===== config.mk =====
export PLATFORM = sky130hd
export DESIGN_NAME = icache_ctrl
export DESIGN_NICKNAME = d
export VERILOG_FILES = /design/src/rtl/icache_ctrl.sv
export SDC_FILE = /design/constraint.sdc
export NUM_CORES = 1
export LEC_CHECK = 0
export ABC_AREA = 1
export CAP_MARGIN = 20
export CORE_MARGIN = 2
export CORE_UTILIZATION = 40
export DETAILED_ROUTE_END_ITERATION = 6
export GPL_TIMING_DRIVEN = 0
export MAX_ROUTING_LAYER = met4
export REMOVE_ABC_BUFFERS = 1
export SLEW_MARGIN = 20
export SYNTH_ARGS = -nofsm -noshare
export SYNTH_HDL_FRONTEND = slang
export SYNTH_SLANG_ARGS = --single-unit

===== constraint.sdc =====
create_clock -name CLK -period 14.6 [get_ports CLK]
set_clock_uncertainty 0.05 [all_clocks]
set_input_delay 1.46 -clock CLK [delete_from_list [all_inputs] [get_ports CLK]]
set_output_delay 1.46 -clock CLK [all_outputs]
set_load 0.005 [all_outputs]

===== src/rtl/icache_ctrl.sv =====
// Direct-mapped read-only instruction cache: single-cycle hits, one 128-bit
// block refill per miss through the MEM_READ/MEM_BUSYWAIT handshake.
module icache_ctrl #(
  parameter int INDEX_BITS = 3,
  parameter int TAG_BITS   = 28 - INDEX_BITS
) (
  input  logic         CLK,
  input  logic         RESET,
  input  logic         READ_EN,
  input  logic [31:0]  PC,
  output logic [31:0]  INSTRUCTION,
  output logic         BUSYWAIT,
  output logic         MEM_READ,
  output logic [27:0]  MEM_ADDRESS,
  input  logic [127:0] MEM_READDATA,
  input  logic         MEM_BUSYWAIT
);

  localparam int SETS = 1 << INDEX_BITS;

  typedef enum logic [1:0] {
    S_IDLE,
    S_MEM_READ,
    S_UPDATE
  } state_t;

  state_t                state_reg, state_next;
  logic [27:0]           miss_addr_reg;
  logic [127:0]          fill_data_reg;
  logic [31:0]           instr_reg;
  logic [SETS-1:0]       valid_reg;
  logic [SETS-1:0]       set_wr;
  logic [TAG_BITS-1:0]   tag_mem  [SETS];
  logic [127:0]          data_mem [SETS];

  logic [INDEX_BITS-1:0] pc_index;
  logic [TAG_BITS-1:0]   pc_tag;
  logic [1:0]            pc_offset;
  logic [INDEX_BITS-1:0] fill_index;
  logic [TAG_BITS-1:0]   fill_tag;
  logic [127:0]          hit_line;
  logic [31:0]           hit_word;
  logic                  hit;
  logic                  miss;
  logic                  unused_pc_bits;

  assign pc_offset      = PC[3:2];
  assign pc_index       = PC[3+INDEX_BITS:4];
  assign pc_tag         = PC[31:4+INDEX_BITS];
  assign fill_index     = miss_addr_reg[INDEX_BITS-1:0];
  assign fill_tag       = miss_addr_reg[27:INDEX_BITS];
  assign unused_pc_bits = ^PC[1:0];

  assign hit_line = data_mem[pc_index];
  assign hit      = (state_reg == S_IDLE) && READ_EN && valid_reg[pc_index]
                    && (tag_mem[pc_index] == pc_tag);
  assign miss     = (state_reg == S_IDLE) && READ_EN && !hit;

  always_comb begin
    hit_word = hit_line[31:0];
    case (pc_offset)
      2'd1:    hit_word = hit_line[63:32];
      2'd2:    hit_word = hit_line[95:64];
      2'd3:    hit_word = hit_line[127:96];
      default: hit_word = hit_line[31:0];
    endcase
  end

  // One write strobe per set, raised only while the captured block is written back.
  for (genvar gi = 0; gi < SETS; gi++) begin : g_set_wr
    assign set_wr[gi] = (state_reg == S_UPDATE) && (fill_index == INDEX_BITS'(gi));
  end

  always_comb begin
    state_next = state_reg;
    BUSYWAIT   = 1'b0;
    MEM_READ   = 1'b0;
    case (state_reg)
      S_IDLE: begin
        // Gated by RESET so the stall drops the instant reset is asserted.
        BUSYWAIT = miss && RESET;
        if (miss) state_next = S_MEM_READ;
      end
      S_MEM_READ: begin
        BUSYWAIT = 1'b1;
        MEM_READ = 1'b1;
        if (!MEM_BUSYWAIT) state_next = S_UPDATE;
      end
      S_UPDATE: begin
        BUSYWAIT   = 1'b1;
        state_next = S_IDLE;
      end
      default: state_next = S_IDLE;
    endcase
  end

  assign MEM_ADDRESS = miss_addr_reg;
  assign INSTRUCTION = hit ? hit_word : instr_reg;

  always_ff @(posedge CLK or negedge RESET) begin
    if (!RESET) begin
      state_reg     <= S_IDLE;
      miss_addr_reg <= '0;
      instr_reg     <= '0;
      valid_reg     <= '0;
    end else begin
      state_reg <= state_next;
      valid_reg <= valid_reg | set_wr;
      if (miss) miss_addr_reg <= PC[31:4];
      if (hit)  instr_reg     <= hit_word;
    end
  end

  // Tag/data storage carries no reset; the valid bits alone qualify it.
  always_ff @(posedge CLK) begin
    if ((state_reg == S_MEM_READ) && !MEM_BUSYWAIT) fill_data_reg <= MEM_READDATA;
    if (state_reg == S_UPDATE) begin
      tag_mem[fill_index]  <= fill_tag;
      data_mem[fill_index] <= fill_data_reg;
    end
  end

endmodule


---- Word level (Yosys, flattened, before mapping) ----
Memories as Yosys holds them, arrays and structs flattened.
Index checks and enable logic that the tools add are counted.
word-level totals
  output and inout bits ................... 62
  input port bits ......................... 164
  word-level logic and storage cells ...... 55
  memory bits (writable) .................. 1224
  memories kept ........................... 2
  register bits after elaboration ......... 198
memory list
  name      words  bits a word  rd ports  clocked after Yosys merged registers in  wr ports  line  RTL
  data_mem  8      128          1         0                                        1         34    logic [127:0] data_mem [SETS];
  tag_mem   8      25           1         0                                        1         33    logic [TAG_BITS-1:0] tag_mem [SETS];
cells by class
  equal/unequal tests ..................... 15
  muxes and demuxes ....................... 11
  reduce and logical (&&, ||, !) cells .... 20
  magnitude comparators ................... 1
  bitwise gates (word level) .............. 1
operators by type and width
  operator                                                    number
  case mux 32 bit (3 select lines)                            1
  2-to-1 mux 32 bit                                           1
  equality test 25 bit                                        1
  logical AND 1 bit                                           14
  equality test 3 bit, second input constant                  4
  OR 8 bit                                                    1
  equality test 2 bit, second input constant                  3
  equality test 3 x 2 -> 1 bit, second input constant         2
  equality test 2 x 1 -> 1 bit, second input constant         2
  less-than comparator 3 x 4 -> 1 bit, second input constant  1
  2-to-1 mux 1 bit                                            4
  2-to-1 mux 2 bit                                            2
  inequality test 2 bit, second input constant                2
  case mux 2 bit (2 select lines)                             1
  binary-select mux 1 bit (select 3 bit)                      1
  equality test 3 x 1 -> 1 bit, second input constant         1
  logical NOT 3 bit                                           1
  logical NOT 1 bit                                           2
  logical NOT 2 bit                                           1
  case mux 1 bit (2 select lines)                             1
  AND reduction 2 bit                                         1
  OR reduction 2 bit                                          1

---- Depth between registers and ports, before layout ----
  depth after elaboration ................. 8
  depth in mapped cells ................... 22
  depth with buffers taken out ............ 19

---- Worst setup path after synthesis ----
OpenSTA, ideal clock, no wires.
  path type ............................... register to register
  start point ............................. register state_reg[0]
  end point ............................... register valid_reg[3]
  cell stages (with the launch flop) ...... 6
  arrival ................................. 7844 ps
  clock period less this slack ............ 8000 ps
  setup time .............................. 106 ps
  setup slack ............................. 6600 ps
  buffers on the path ..................... 0
  data required time ...................... 14444 ps
  cell sequence ........................... dfrtp_1 -> inv_1 -> ha_1 -> nand2_1 -> nor2_1 -> or2_2
on the way
  word-level cells in the longest chain between the ends .. 3
ends and longest elaborated chain
  element                 line  RTL
  start, declared         27    state_t state_reg, state_next;
  start signal, assigned  107   state_reg <= state_next;
  equality test 2 bit     71    assign set_wr[gi] = (state_reg == S_UPDATE) && (fill_index == INDEX_BITS'(gi));
  logical AND 1 bit       71
  OR 8 bit                108   valid_reg <= valid_reg | set_wr;
  end signal, assigned    108
  end, declared           31    logic [SETS-1:0] valid_reg;
Every way passes these cells.
A chain may end at the register's enable or synchronous reset.

---- Final worst setup path ----
  start point ............................. input port PC[4]
  end point ............................... output port INSTRUCTION[10]
on the way
  word-level cells in the longest chain between the ends .. 5
  elaborated cells on any way between the ends .. 9
  those cells by class .................... eq/ne (1); mux (4); reduce/logical (2); memory (2)
ends and longest elaborated chain
  element                                                           line  RTL
  start, declared                                                   10    input logic [31:0] PC,
  branches (longest 4 deep; another with memory read (8 x 25 bit))  --
  2-to-1 mux 32 bit (*)                                             98    assign INSTRUCTION = hit ? hit_word : instr_reg;
  end, declared                                                     11    output logic [31:0] INSTRUCTION,
Every way passes the cells marked *. The select of a mux whose other input is x is not followed.

==> run metrics <==
Final period util=51.8%; synthesized area=54900 um^2; Worst-path clk slew=0.06 ns; Critical Path RT=13.09 ns; Final Slew Violations=0; layout cells sized above 1=8.06%; status=completed; die area=140000 um^2; io pins=226; via count=33200; post-route ant nets=0; register area=42400 um^2; number of port buffers=223; number of gates resized after cts=0; clock sink count=1422; Leakage=22.1 nW; RSZ-0062 raised after global routing=false; critical path fanouts, max=172; most common cell in the synthesized netlist=edfxtp_1; worst-case vdd ir drop=0.0878 mV; total power=9.96 mW; Clock Latency Late Sink=0.77 ns; PwrDens=151 nW/um^2; Ys Warns=0; Row Count=135; Tmin final=7.57 ns; CTS tree=yes; dpl ws=6.96 ns; H-tree depth=4; Die Wd=374 um; CTS Hold Bufs=0; Post-synth ARST share=4.92%; Core ar.=136000 um^2; largest net degree at the start of global routing=197; CP startpoint kind=primary input; top-area cell type share of the netlist area=74.0%; Arr. time, crit path=6.06 ns; post-CTS setup buffer count=0; initial DRC count=2990; largest area contributor in the netlist=edfxtp_1; TritonCTS buffer count=149; GRT Util Overall=20.0%; Top FF cell, synth=edfxtp_1; routed len/inst=22.3 um; f_max=0.132 GHz; Synth top cells by count=edfxtp_1, nor2_1, o21ai_0; final net count=4422; initial antenna violation count=9; crit path capture type=output pin; Synth Area per Inst=13.6 um^2; synth-to-layout area growth=20.0%; number of max-cap violations=0; Post-synth EDFFs=1352; worst hold path type=register to register; vias in the first global route=32400; Worst-Margin Slew=0.955 ns; # fillers=11600; Placer Congestion=0.732; Largest register FFs=1024; global route total overflow=0; endpoints failing setup=0; area of the multi-input gates=10600 um^2; vias per inst=5.38; post-DP HPWL=78.6 mm; top cells by area, synth=edfxtp_1, o21ai_0, nor2_1; initial core utilization=40.4%; Hold Vio Cnt, Final=0; Setup Crit Path Kind=primary input to output pin; Post-Route WL=138 mm; worst relative slew slack=36.4%; Seq/Total Area, Yosys=77.1%; global-route wire length before repair=205 mm; Synth cell types=26; Cells after Synth=4030; fin worst setup slack=7.03 ns; Post-route DRC=0; die height=374 um; CTS root buf=clkbuf_16; Synth Register Bits=1422; TritonRoute pass-1 iters=6; Clock Path Buffers=3
## path summary, 6_finish.rpt
path,to,cells past startpoint,startpoint,slack (ns)
max,INSTRUCTION[10],23,PC[4],7.03
max in group asynchronous,instr_reg[20],2,RESET,13.17
max reg2reg,state_reg[0],15,state_reg[0],11.33
min,valid_reg[6],1,valid_reg[6],0.42
min reg2reg,valid_reg[6],1,valid_reg[6],0.42
min in group asynchronous,instr_reg[2],1,RESET,0.59
## where the power goes
part           total [mW]  switching, mW  internal (mW)  leakage, nW
Combinational       0.974          0.607          0.368         6.74
Sequential           5.22          0.241           4.98         13.0
Clock                3.77           1.55           2.22         2.39
Total                9.96           2.40           7.57         22.1
## logic make-up after synthesis
kind of cell / share of synthesized area [%]
flip-flops: 77.1
AND/OR/NAND/NOR: 8.66
AO/OA/AOI/OAI: 10.3
buffers and inverters: 3.75
adder cells (fa/ha/maj): 0.114
## worst max-delay path: stages
cell	delay, ns
buf_8	0.34
buf_16	0.34
buf_16	0.38
inv_16	0.17
buf_16	0.35
nand2_1	0.16
nand2_1	0.07
nand2_1	0.06
nand3_1	0.11
nand2_1	0.10
nand2_1	0.05
nand2_1	0.05
nand2_1	0.09
nor2_1	0.12
nand2_1	0.11
nor2_1	0.22
nand2_4	0.25
buf_12	0.25
buf_12	0.18
nand2_1	0.07
o21ai_1	0.05
inv_1	0.07
clkdlybuf4s50_1	0.69
## through the flow
step / setup TNS, ns / cell area, um^2 / hold WS, ns / instances / util, %
3_5_place_dp: 0 / 61000 / 0.405 / 5883 / 44.9
6_report: 0 / 65800 / 0.417 / 6164 / 48.5
4_1_cts: 0 / 65800 / 0.420 / 6159 / 48.5
3_3_place_gp: -5179.63 / 58100 / 0.391 / 5771 / 42.8
5_1_grt: 0 / 65800 / 0.439 / 6164 / 48.5
2_1_floorplan: 0 / 53600 / 0.377 / 3767 / -
## cell usage in the layout, fill, tap and decap left out, types with 32 or more instances in the layout
cell,instances
buf_12,49
buf_16,63
clkbuf_1,32
clkbuf_16,154
clkdlybuf4s50_1,219
dfrtp_1,70
edfxtp_1,1352
inv_1,205
nand2_1,359
nand3_1,178
nor2_1,609
o211ai_1,65
o21ai_0,542
o21ai_1,67
o221ai_1,176
o22ai_1,80
## cell type report
type / instances / share of cell area, %
sequential: 1422 / 64.3
timing repair buffer: 335 / 7.54
clock buffer: 196 / 6.24
clock inverter: 80 / 1.17
inverter: 210 / 1.25
antenna: 5 / 0.0190
tap: 1781 / 3.38
multi-input combinational: 2135 / 16.1
## layer usage
metal / GRT usage, % / vias up / part of all wire, % / routed length [um]
li1: - / 15300 / - / -
met1: 26.4 / 16600 / 44 / 59800
met2: 31.7 / 996 / 48 / 66200
met3: 3.48 / 227 / 5.8 / 8010
met4: 6.47 / 0 / 2.6 / 3520
met5: - / - / 0 / 0
No activity file was read; power rests on OpenSTA's default activity.
